File: src/rtl/uart_tx_arbiter.sv
// uart_tx_arbiter: round-robin burst arbiter sharing one UART transmitter among p_num_req byte sources.
// Optional UART_ARB_HDR_EN prefixes each granted burst with header byte {4'hA, 1'b0, owner}.
module uart_tx_arbiter #(
    parameter int p_num_req      = 4,
    parameter int p_max_burst    = 16,
    parameter int p_busy_timeout = 8
) (
    input  logic                   i_clk,
    input  logic                   i_rst,
    input  logic [p_num_req-1:0]   i_req,
    input  logic [8*p_num_req-1:0] i_data,
    input  logic [p_num_req-1:0]   i_last,
    output logic [p_num_req-1:0]   o_ack,
    output logic [p_num_req-1:0]   o_grant,
    output logic                   o_tx_start,
    output logic [7:0]             o_tx_data,
    input  logic                   i_tx_busy,
    output logic                   o_err
);
    localparam int p_iw = $clog2(p_num_req);

    typedef enum logic [2:0] {IDLE, ARB, LOAD, START, WAIT_BUSY, WAIT_DONE} state_t;

    state_t            state;
    logic [p_iw-1:0]   rr, owner, win, idx, rr_next;
    logic              found, last;
    logic [7:0]        cnt, tmr;
`ifdef UART_ARB_HDR_EN
    logic              hdr;
`endif

    assign rr_next = (owner == p_iw'(p_num_req - 1)) ? '0 : owner + 1'b1;

    // first requester at or after the rr pointer, wrapping
    always_comb begin
        win   = rr;
        found = 1'b0;
        idx   = rr;
        for (int k = 0; k < p_num_req; k++) begin
            if (!found && i_req[idx]) begin
                win   = idx;
                found = 1'b1;
            end
            idx = (idx == p_iw'(p_num_req - 1)) ? '0 : idx + 1'b1;
        end
    end

    always_ff @(posedge i_clk or negedge i_rst) begin
        if (!i_rst) begin
            state      <= IDLE;
            rr         <= '0;
            owner      <= '0;
            cnt        <= '0;
            tmr        <= '0;
            last       <= 1'b0;
            o_ack      <= '0;
            o_grant    <= '0;
            o_tx_start <= 1'b0;
            o_tx_data  <= '0;
            o_err      <= 1'b0;
`ifdef UART_ARB_HDR_EN
            hdr        <= 1'b0;
`endif
        end else begin
            o_ack      <= '0;
            o_tx_start <= 1'b0;
            o_err      <= 1'b0;
            case (state)
                IDLE: if (|i_req && !i_tx_busy) state <= ARB;
                ARB: begin
                    if (!found) begin
                        state <= IDLE;
                    end else begin
                        owner        <= win;
                        o_grant      <= '0;
                        o_grant[win] <= 1'b1;
                        cnt          <= '0;
`ifdef UART_ARB_HDR_EN
                        o_tx_data    <= {4'hA, 1'b0, 3'(win)};
                        o_tx_start   <= 1'b1;
                        hdr          <= 1'b1;
                        state        <= START;
`else
                        state        <= LOAD;
`endif
                    end
                end
                LOAD: begin
                    if (i_req[owner]) begin
                        o_tx_data    <= i_data[8*owner +: 8];
                        last         <= i_last[owner];
                        o_ack[owner] <= 1'b1;
                        cnt          <= cnt + 8'd1;
                        o_tx_start   <= 1'b1;
                        state        <= START;
                    end else begin
                        o_grant <= '0;
                        rr      <= rr_next;
                        state   <= IDLE;
                    end
                end
                START: begin
                    tmr   <= '0;
                    state <= WAIT_BUSY;
                end
                WAIT_BUSY: begin
                    if (i_tx_busy) begin
                        state <= WAIT_DONE;
                    end else if (tmr == 8'(p_busy_timeout - 1)) begin
                        o_err   <= 1'b1;
                        o_grant <= '0;
                        rr      <= rr_next;
                        state   <= IDLE;
                    end else begin
                        tmr <= tmr + 8'd1;
                    end
                end
                WAIT_DONE: begin
                    if (!i_tx_busy) begin
`ifdef UART_ARB_HDR_EN
                        if (hdr) begin
                            hdr   <= 1'b0;
                            state <= LOAD;
                        end else
`endif
                        if (last || cnt == 8'(p_max_burst)) begin
                            o_grant <= '0;
                            rr      <= rr_next;
                            state   <= IDLE;
                        end else begin
                            state <= LOAD;
                        end
                    end
                end
                default: state <= IDLE;
            endcase
        end
    end
endmodule

File: config.mk
export PLATFORM = sky130hd
export DESIGN_NAME = uart_tx_arbiter
export DESIGN_NICKNAME = d
export VERILOG_FILES = /design/src/rtl/uart_tx_arbiter.sv
export SDC_FILE = /design/constraint.sdc
export NUM_CORES = 1
export LEC_CHECK = 0
export BUFFER_PORTS_ARGS = -buffer_cell sky130_fd_sc_hd__buf_2
export CORE_MARGIN = 2
export CORE_UTILIZATION = 30
export DETAILED_ROUTE_END_ITERATION = 10
export PLACE_DENSITY_LB_ADDON = 0.25
export SLEW_MARGIN = 20
export SYNTH_ARGS = -nofsm -noshare
export SYNTH_HDL_FRONTEND = slang
export SYNTH_SLANG_ARGS = --single-unit
File: constraint.sdc
create_clock -name i_clk -period 5.42 [get_ports i_clk]
set_clock_uncertainty 0.2 [all_clocks]
set_input_delay 0.542 -clock i_clk [delete_from_list [all_inputs] [get_ports i_clk]]
set_output_delay 0.542 -clock i_clk [all_outputs]
set_load 0.01 [all_outputs]
* Word-level counts from Yosys, hierarchy flattened
Cells that the tools add are included.
Word-level totals: bits in registers 42, logic and storage cells 132
Operators by class: add/sub/neg operators 6, order comparisons 8, eq/ne operators 21, shift operators 1, multiplexer cells 61, reductions and logical operators 24
Operators with widths (count):
- $mux W4 | 8
- $mux W8 | 4
- $pmux W8 S2 | 2
- $shiftx A32 B6 Y8 | 1
- $mux W2 | 15
- $lt A2 B3 Y1 const B | 6
- $ne A2 B2 Y1 const B | 9
- $pmux W3 S6 | 1
- $mux W1 | 17
- $add A8 B1 Y8 const B | 2
- $pmux W4 S4 | 1
- $bmux W1 S2 | 6
- $mux W3 | 4
- $reduce_and A3 Y1 | 3
- $add A2 B1 Y2 const B | 4
- $eq A2 B2 Y1 const B | 4
- $eq A8 B3 Y1 const B | 1
- $eq A8 B5 Y1 const B | 1
- $reduce_and A7 Y1 | 1
- $eq A3 B2 Y1 const B | 2
- $eq A3 B3 Y1 const B | 2
- $logic_and A1 B1 Y1 | 6
- $pmux W2 S3 | 1
- $reduce_and A6 Y1 | 1
- other kinds (12) | 19

* Logic depth before layout (Yosys ltp)
Gate-level depths: netlist (run 1).
depth after elaboration 18, depth in mapped cells 8, mapped depth without buffers 7

* Least setup slack after synthesis (run 1)
OpenSTA, ideal clock, no wires.
path type flip-flop to flip-flop, start register tmr[4], end register o_grant[1], arrival 2.126 ns, data required time 5.099 ns, slack 2.973 ns, cell stages (with the launch flop) 7, path buffers 1, cells stage by stage dfrtp_1 -> or3_4 -> or4_1 -> buf_2 -> o31a_1 -> a311o_1 -> a22o_1
On the way: cells in the longest elaborated chain, start to end 3
RTL lines:
- start, declared | line 27 | logic [7:0] cnt, tmr;
- start signal, assigned | line 115 | tmr <= tmr + 8'd1;
- $eq A8 B3 Y1 | line 109 | end else if (tmr == 8'(p_busy_timeout - 1)) begin
- $ne A2 B2 Y1 (no source line)
- $reduce_and A7 Y1 (no source line)
- end signal, assigned | line 97 | o_grant <= '0;
- end signal, assigned | line 111 | o_grant <= '0;
- end signal, assigned | line 127 | o_grant <= '0;
- end, declared | line 14 | output logic [p_num_req-1:0] o_grant,
No other way between the ends. A chain may end at the register's enable or synchronous reset.

* Worst setup path after layout (run 1)
start register state[2], end register cnt[4]
On the way: cells in the longest elaborated chain, start to end 3, elaborated cells between the ends (all ways) 7
RTL lines:
- start, declared | line 24 | state_t state;
- start signal, assigned | line 50 | state <= IDLE;
- start signal, assigned | line 69 | IDLE: if (|i_req && !i_tx_busy) state <= ARB;
- start signal, assigned | line 72 | state <= IDLE;
- $eq A3 B2 Y1 or $eq A3 B1 Y1 (tied branches) | line 68 | case (state)
- $ne A2 B2 Y1 (no source line) or $reduce_bool A2 Y1 (tied branches)
- $reduce_and A3 Y1 (no source line)
- end signal, assigned | line 93 | cnt <= cnt + 8'd1;
- end, declared | line 27
Several ways; a longest one is shown, not always the timed one.

==> impl_metrics.toml, run 1 <==
[setup_path]
reg2reg_to = "cnt[4]"
cp.required_ns = 5.37
crit_arrival_ns = 2.98
crit_type = "flop to flop"
critical_path.startpoint_type = "flop"
end_kind = "flop"
r2r_cells = 6
rrSetupSlack_ns = 2.39
cp_max_fo = 16
r2r_start = "state[2]"

[clocking]
clockRootBuffer = "clkbuf_8"
insertion_delay_ns = 0.31
htreeDepth = 2
cts.sinks = 42
ctsResizeCount = 0
clk_pin_slew_ns = 0.10
post_cts_buffers = 0
cts_buffer_depth = 2
cts_made_buffers = 5
hold_buffers = 0
cts_tree = "built"

[timing]
setup_viol = 0
layout_setup_ws_ns = 2.39
tightest_slew_ns = 0.903
fin_setup_tns_ns = 0
timing.fmax_mhz = 330
hold_viol_final = 0
max_slew_margin_pct = 39.0
fin_crit_sh_pct = 55.8
rsz0062_at_grt = "no"
hold_slack_ns = 0.0149
drv_slew = 0
fin_crit_ns = 3.03

[place]
port_buffers = 60
pre_cts_ws_ns = 2.35
gp_congestion = 0.819
dp_hpwl_um = 4520
place_area_um2 = 2950

[pwr]
ir_worst_vdd_mv = 0.289
clockPowerShare_pct = 15.2
p_switching_uw = 622
p_comb_share_pct = 47.5
leakagePower_nw = 1.44
p_sw_share_pct = 42.5
intPower_uw = 841
seqPwrFrac_pct = 37.3
power.density_nw_per_um2 = 480

[global_route]
antenna_found_initial = 0
grt_pass1_wl_um = 10500
overflow = 0
grt_max_degree = 43
grt_pass1_vias = 2103
globalRouteTotalUtil_pct = 13.3

[worst_hold_path]
hp-class = "input pin to async pin"

[synth]
ys.flop_type = "dfrtp_1"
ys_top_cells_by_count = "nand2_1, dfrtp_1, nor2_1"
netlist_instances = 264
synth_fp_nets = 315
netlist_top_cells_area = "dfrtp_1, mux4_2, nand2_1, ha_1, nor2_1"
async_reset_ff_share_pct = 100
synth_area_leader_cell = "dfrtp_1"
ys_seq_area_share_pct = 40.3
avgSynthCellArea_um2 = 9.88
synth_edf_count = 0
synth_most_common_cell = "nand2_1"
yosysTopAreaCellShare_pct = 40.3
ys_ff_latch = 42
ys_types = 51
netlist_area_um2 = 2610
yosys_warnings = 0

[detailed_routing]
dr.pass1.iters = 4
drc = 0
vias_per_cell = 5.13
antenna_left = 0
first_iter_violations = 116
route.vias.total = 2177
drt-total-wl_um = 6100
avgRoutedWirePerCell_um = 14.4

[floorplan]
core_um2 = 8590
fp.dieW_um = 97.2
pin_count = 61
start_util_pct = 30.3
std_cell_rows = 34
dieArea_um2 = 9450
die_h_um = 97.2

[cells_and_area]
drive_gt1_share_pct = 27.8
final_util_pct = 35.5
diodes = 0
final_area_um2 = 3050
area_growth_pct = 17.0
nets = 366

[run]
cap_violations = 0

[outcome]
status = "complete, no violations"
[cell type report]
type,instances,area [µm²]
clock buffer,5,68.8
multi-input combinational,193,1420
clock inverter,3,28.8
timing repair buffer,60,303
tap,108,135
inverter,13,48.8
sequential,42,1050
fill,904,5540
[kinds of logic (layout without fill, tap and decap cells)]
family                     count (synthesis)  after routing  synth area share (%)
AOI/OAI and AO/OA                         54             54                  15.1
xor gates and xnor gates                  12             12                  4.03
adders and majority gates                  8              8                  3.84
buffers and inverters                     29             81                  5.42
DFF                                       42             42                  40.3
muxes                                     19             19                  13.1
and+or+nand+nor                          100            100                  18.1
[registers in the layout (all words and copies together), names as in the netlist]
register    cells
tmr             8
o_ack           4
o_err           1
cnt             8
o_tx_data       8
owner           2
last            1
state           3
rr              2
o_grant         4
o_tx_start      1
[metrics by stage]
step                      power [mW]  std cells
after floorplan                 1.08        264
after global placement          1.24        416
after detailed placement        1.25        416
final                           1.46        424
after CTS                       1.48        424
after global routing            1.60        424
[cells in the final DEF, fill, tap and decap left out, drive strengths merged, types with 6 or more instances in the layout]
master  netlist  routed
nand3         7       7
dfrtp        42      42
mux4         12      12
and3          7       7
nor2         20      20
ha            8       8
o21ai        13      13
a22o          6       6
inv          13      15
buf           7      60
nand2        43      43
xnor2         7       7
[worst max-delay path by stage]
stage              from          to  slack [ns]
5_1_grt        state[2]      cnt[6]        1.98
3_5_place_dp   state[2]      cnt[6]        2.35
4_1_cts        state[2]      cnt[4]        2.32
3_3_place_gp   state[2]      cnt[4]        2.43
6_report       state[2]      cnt[4]        2.39
2_1_floorplan    tmr[4]  o_grant[1]        2.97
[power by group through the flow]
stage	sequential [mW]	clock (mW)	combinational, mW
final	0.545	0.223	0.695
after global routing	0.570	0.247	0.779
after detailed placement	0.553	0	0.700
after CTS	0.548	0.233	0.703
after floorplan	0.495	0	0.588
after global placement	0.550	0	0.693
[worst max-delay path, cell delays in order, from the launching register on]
cell	delay [ns]
dfrtp_1	0.51
nor3b_1	0.74
nand2_1	0.49
inv_1	0.53
nand4_1	0.18
xor2_1	0.16
nor2_1	0.05
[per-layer routing]
layer	part of all wire (%)	wire length (µm)	vias up	track usage, %
met1	46	2810	1076	18.3
met5	0	0	-	0
met2	50	3030	38	21.9
met3	3.1	189	5	2.59
met4	1.1	70	0	3.21
li1	-	-	1058	-
Note: power is estimated with default switching activity, not from simulation.
==> inputs of run 2 (changes only) <==
Clock period 5.42 ns to 2.48 ns, I/O delays scaled along.
==> run 2 against run 1 <==
Against the previous run: final area grew 7.2%; routed wire length grew 4.4%; clock power grew 110%; global-route usage grew 0.47 points; sequential power grew 94%.
==> impl_metrics.toml, run 2 (same netlist as run 1, synthesis figures left out) <==
[pwr]
ir_worst_vdd_mv = 0.383
power.density_nw_per_um2 = 1070
leakagePower_nw = 1.57

[timing]
layout_setup_ws_ns = 0.0716
max_slew_margin_pct = 63.0
setup_viol = 0
fin_crit_sh_pct = 97.1
fin_crit_ns = 2.41
rsz0062_at_grt = "no"
tightest_slew_ns = 0.541
hold_viol_final = 0
fin_setup_tns_ns = 0
timing.fmax_mhz = 415
drv_slew = 0

[setup_path]
crit_chain = "or3_4 > or4_4 > o31a_1 > a311o_1 > a22o_1"
critical_path.startpoint_type = "flop"
worst-path-buf-inv = 0
rrSetupSlack_ns = 0.07
crit_slowest_cell = "or4_4"
cp.required_ns = 2.47
critPathMaxStageDelay_ns = 0.44
cp_top_family = "compound AO/OA/AOI/OAI gates"
cp_max_fo = 4
end_kind = "flop"
crit_arrival_ns = 2.40
crit_type = "flop to flop"

[place]
dpl.cell_count = 440
pre_cts_ws_ns = 0.00650
dp_hpwl_um = 4830
gp_congestion = 0.804
port_buffers = 60

[detailed_routing]
drc = 0
vias_per_cell = 4.98
drt-total-wl_um = 6370
avgRoutedWirePerCell_um = 14.1
first_iter_violations = 77
route.vias.total = 2243
antenna_left = 0
dr.pass1.iters = 4

[global_route]
grt_max_degree = 28
antenna_found_initial = 0
grt_pass1_wl_um = 10800
overflow = 0
globalRouteTotalUtil_pct = 13.8
grt_pass1_vias = 2186

[cells_and_area]
diodes = 0
final_cells = 450
fill_cells = 897
top_regs = "cnt (8), o_tx_data (8), tmr (8)"
area_growth_pct = 25.4
final_cell_mix = "buf_2, nand2_1, dfrtp_1"
nets = 392
drive_gt1_share_pct = 34.2
final_common_cell = "buf_2"
multi_input_area_um2 = 1440
final_util_pct = 38.1
regArea_um2 = 1050

[clocking]
cts_buffer_depth = 2
htreeDepth = 2
insertion_delay_ns = 0.29
cts_made_buffers = 5
cts.sinks = 42
clockRootBuffer = "clkbuf_8"
clk_pin_slew_ns = 0.08
cts_tree = "built"

[run]
cap_violations = 0

[floorplan]
core_um2 = 8590
start_util_pct = 30.3
die_h_um = 97.2
fp.dieW_um = 97.2
std_cell_rows = 34
pin_count = 61
dieArea_um2 = 9450

[worst_hold_path]
hp-class = "input pin to flop"

[outcome]
status = "complete, no violations"
## run 2: final cells by class
| class | count | share of cell area (%) |
|---|---|---|
| Clock buffer | 6 | 2.52 |
| Clock inverter | 2 | 0.383 |
| Inverter | 13 | 1.49 |
| Multi-Input combinational cell | 193 | 44.1 |
| Sequential cell | 42 | 32.1 |
| Tap cell | 108 | 4.13 |
| Timing Repair Buffer | 86 | 15.2 |
## run 2: stage by stage
stage | cell area, µm² | hold WS (ns) | power (mW)
finish | 3270 | 0.0671 | 3.49
global route | 3270 | 0.0823 | 3.79
CTS | 3240 | 0.0500 | 3.48
detailed placement | 3130 | -0.0101 | 2.99
global placement | 3130 | -0.0110 | 2.97
floorplan | 2610 | -0.248 | 2.37
## run 2: what timing repair did
action                     CTS  global route
setup endpoints to repair    1            20
buffers inserted             0             1
hold buffers                 1             0
hold endpoints to repair    15             0
gates resized for setup      1             4
## run 2: worst paths after layout
path                         startpoint           end  depth (start not counted)
setup / recovery                 tmr[4]    o_grant[1]                          5
max in group asynchronous         i_rst         rr[0]                          3
hold reg to reg            o_tx_data[3]  o_tx_data[3]                          2
setup reg to reg                 tmr[4]    o_grant[1]                          5
hold / removal                i_tx_busy         o_err                          2
min in group asynchronous         i_rst    o_tx_start                          2
## run 2: report_power, final
group	switching, mW	total (mW)	internal (mW)
registers	0.161	1.06	0.896
clock network	0.240	0.464	0.224
logic	0.989	1.97	0.982
total	1.39	3.49	2.10
## run 2: per-layer routing
metal / vias to the layer above / routed length (µm) / track usage [%]
li1: 1106 / - / -
met1: 1099 / 3030 / 19.0
met2: 33 / 3110 / 22.3
met3: 5 / 150 / 2.23
met4: 0 / 75 / 4.49
met5: - / 0 / 0
==> inputs of run 3 (changes only) <==
Settings changed: HOLD_SLACK_MARGIN set to 0.12.
==> run 3 against run 2 <==
Against the previous run: critical path depth stayed put; fmax hardly changed; final cell count is 0.22% higher; combinational power hardly changed; total power hardly changed; routed wire length hardly changed; setup slack hardly changed.
==> impl_metrics.toml, run 3 (same netlist as run 1, synthesis figures left out) <==
[outcome]
status = "complete, no violations"

[pwr]
power.density_nw_per_um2 = 1060
leakagePower_nw = 1.57
p_sw_share_pct = 39.8
ir_worst_vdd_mv = 0.382
intPower_mw = 2.10
clockPowerShare_pct = 13.3
p_switching_mw = 1.39
seqPwrFrac_pct = 30.3
p_comb_share_pct = 56.4

[cells_and_area]
area_growth_pct = 25.8
fill_cells = 896
nets = 393
drive_gt1_share_pct = 34.1
final_cell_mix = "buf_2, nand2_1, dfrtp_1"
final_common_cell = "buf_2"
top_regs = "cnt (8), o_tx_data (8), tmr (8)"
diodes = 0

[timing]
timing.fmax_mhz = 415
hold_slack_ns = 0.162
max_slew_margin_pct = 63.0
fin_crit_ns = 2.41
fin_crit_sh_pct = 97.1
setup_viol = 0
fin_setup_tns_ns = 0
tightest_slew_ns = 0.541
layout_setup_ws_ns = 0.0715
hold_viol_final = 0
drv_slew = 0
rsz0062_at_grt = "no"

[clocking]
cts_tree = "built"
cts_made_buffers = 5
insertion_delay_ns = 0.29
cts.sinks = 42
cts_buffer_depth = 2
clk_pin_slew_ns = 0.08
clockRootBuffer = "clkbuf_8"
htreeDepth = 2

[global_route]
grt_pass1_vias = 2186
grt_util_met1_pct = 19.0
globalRouteTotalUtil_pct = 13.8
met3_usage_pct = 2.23
antenna_found_initial = 0
overflow = 0
grt_max_degree = 28
top_usage_layer = "met2"
grtUsageMet2_pct = 22.3
grt_pass1_wl_um = 10800

[floorplan]
fp.dieW_um = 97.2
dieArea_um2 = 9450
start_util_pct = 30.3
die_h_um = 97.2
core_um2 = 8590
pin_count = 61
std_cell_rows = 34

[detailed_routing]
avgRoutedWirePerCell_um = 14.1
first_iter_violations = 79
route.vias.total = 2248
vias_per_cell = 4.98
drt-total-wl_um = 6370
antenna_left = 0
drc = 0
dr.pass1.iters = 4

[setup_path]
critical_path.startpoint_type = "flop"
setup.worst_path.start = "tmr[4]"
end_kind = "flop"
crit_type = "flop to flop"
crit_arrival_ns = 2.40
cp_max_fo = 4
cp.required_ns = 2.47
r2r_start = "tmr[4]"

[worst_hold_path]
hp-class = "input pin to flop"
hold_start = "i_data[31]"

[place]
dp_hpwl_um = 4830
gp_congestion = 0.804
pre_cts_ws_ns = 0.00650
port_buffers = 60

[run]
cap_violations = 0
run 3: cell types whose count changed in the layout (fill, tap and decap cells not counted):
cell           previous run  this run
dlygate4sd3_1             1         2
run 3: routing by layer:
metal | vias up | share of wire, %
met4 | 0 | 1.3
met5 | - | 0
met2 | 34 | 49
met1 | 1098 | 48
li1 | 1109 | -
met3 | 7 | 2.5
run 3: layout make-up:
cell class                      count  area, µm²  share of cell area [%]
Tap cell                          108        135                    4.12
Multi-Input combinational cell    193       1440                    44.0
Timing Repair Buffer               87        508                    15.5
Clock buffer                        6       82.6                    2.52
Sequential cell                    42       1050                    32.0
Clock inverter                      2       12.5                   0.381
Inverter                           13       48.8                    1.49
run 3: path summary, 6_finish.rpt:
check                                     to  slack, ns  depth (start not counted)
worst max-delay path              o_grant[1]       0.07                          5
min in group asynchronous         o_tx_start       0.21                          2
max in group asynchronous              rr[0]       1.20                          3
worst max register to register    o_grant[1]       0.07                          5
worst min register to register  o_tx_data[2]       0.28                          2
worst min-delay path            o_tx_data[7]       0.16                          4
run 3: power groups by stage:
stage          clock network [mW]  registers [mW]  logic (mW)
6_report                    0.464            1.06        1.97
5_1_grt                     0.513            1.09        2.19
4_1_cts                     0.485            1.05        1.95
3_5_place_dp                    0            1.06        1.94
3_3_place_gp                    0            1.06        1.91
2_1_floorplan                   0            1.08        1.29
run 3: metrics by stage:
| step | cells | instance area [µm²] | utilization [%] | total power [mW] |
|---|---|---|---|---|
| floorplan | 264 | 2610 | - | 2.37 |
| global placement | 440 | 3130 | 36.4 | 2.97 |
| detailed placement | 440 | 3130 | 36.4 | 2.99 |
| CTS | 450 | 3250 | 37.8 | 3.49 |
| global route | 451 | 3280 | 38.2 | 3.79 |
| finish | 451 | 3280 | 38.2 | 3.49 |
run 3: critical path, stage by stage (launching register included):
cell,delay (ns)
dfrtp_1,0.38
or3_4,0.40
or4_4,0.44
o31a_1,0.29
a311o_1,0.34
a22o_1,0.25
run 3: repair_timing:
action	CTS	global route
hold buffers	2	0
gates cloned	0	0
buffers inserted	0	1
hold endpoints to repair	33	0
endpoints found under the setup margin	1	20
resized for setup	1	4
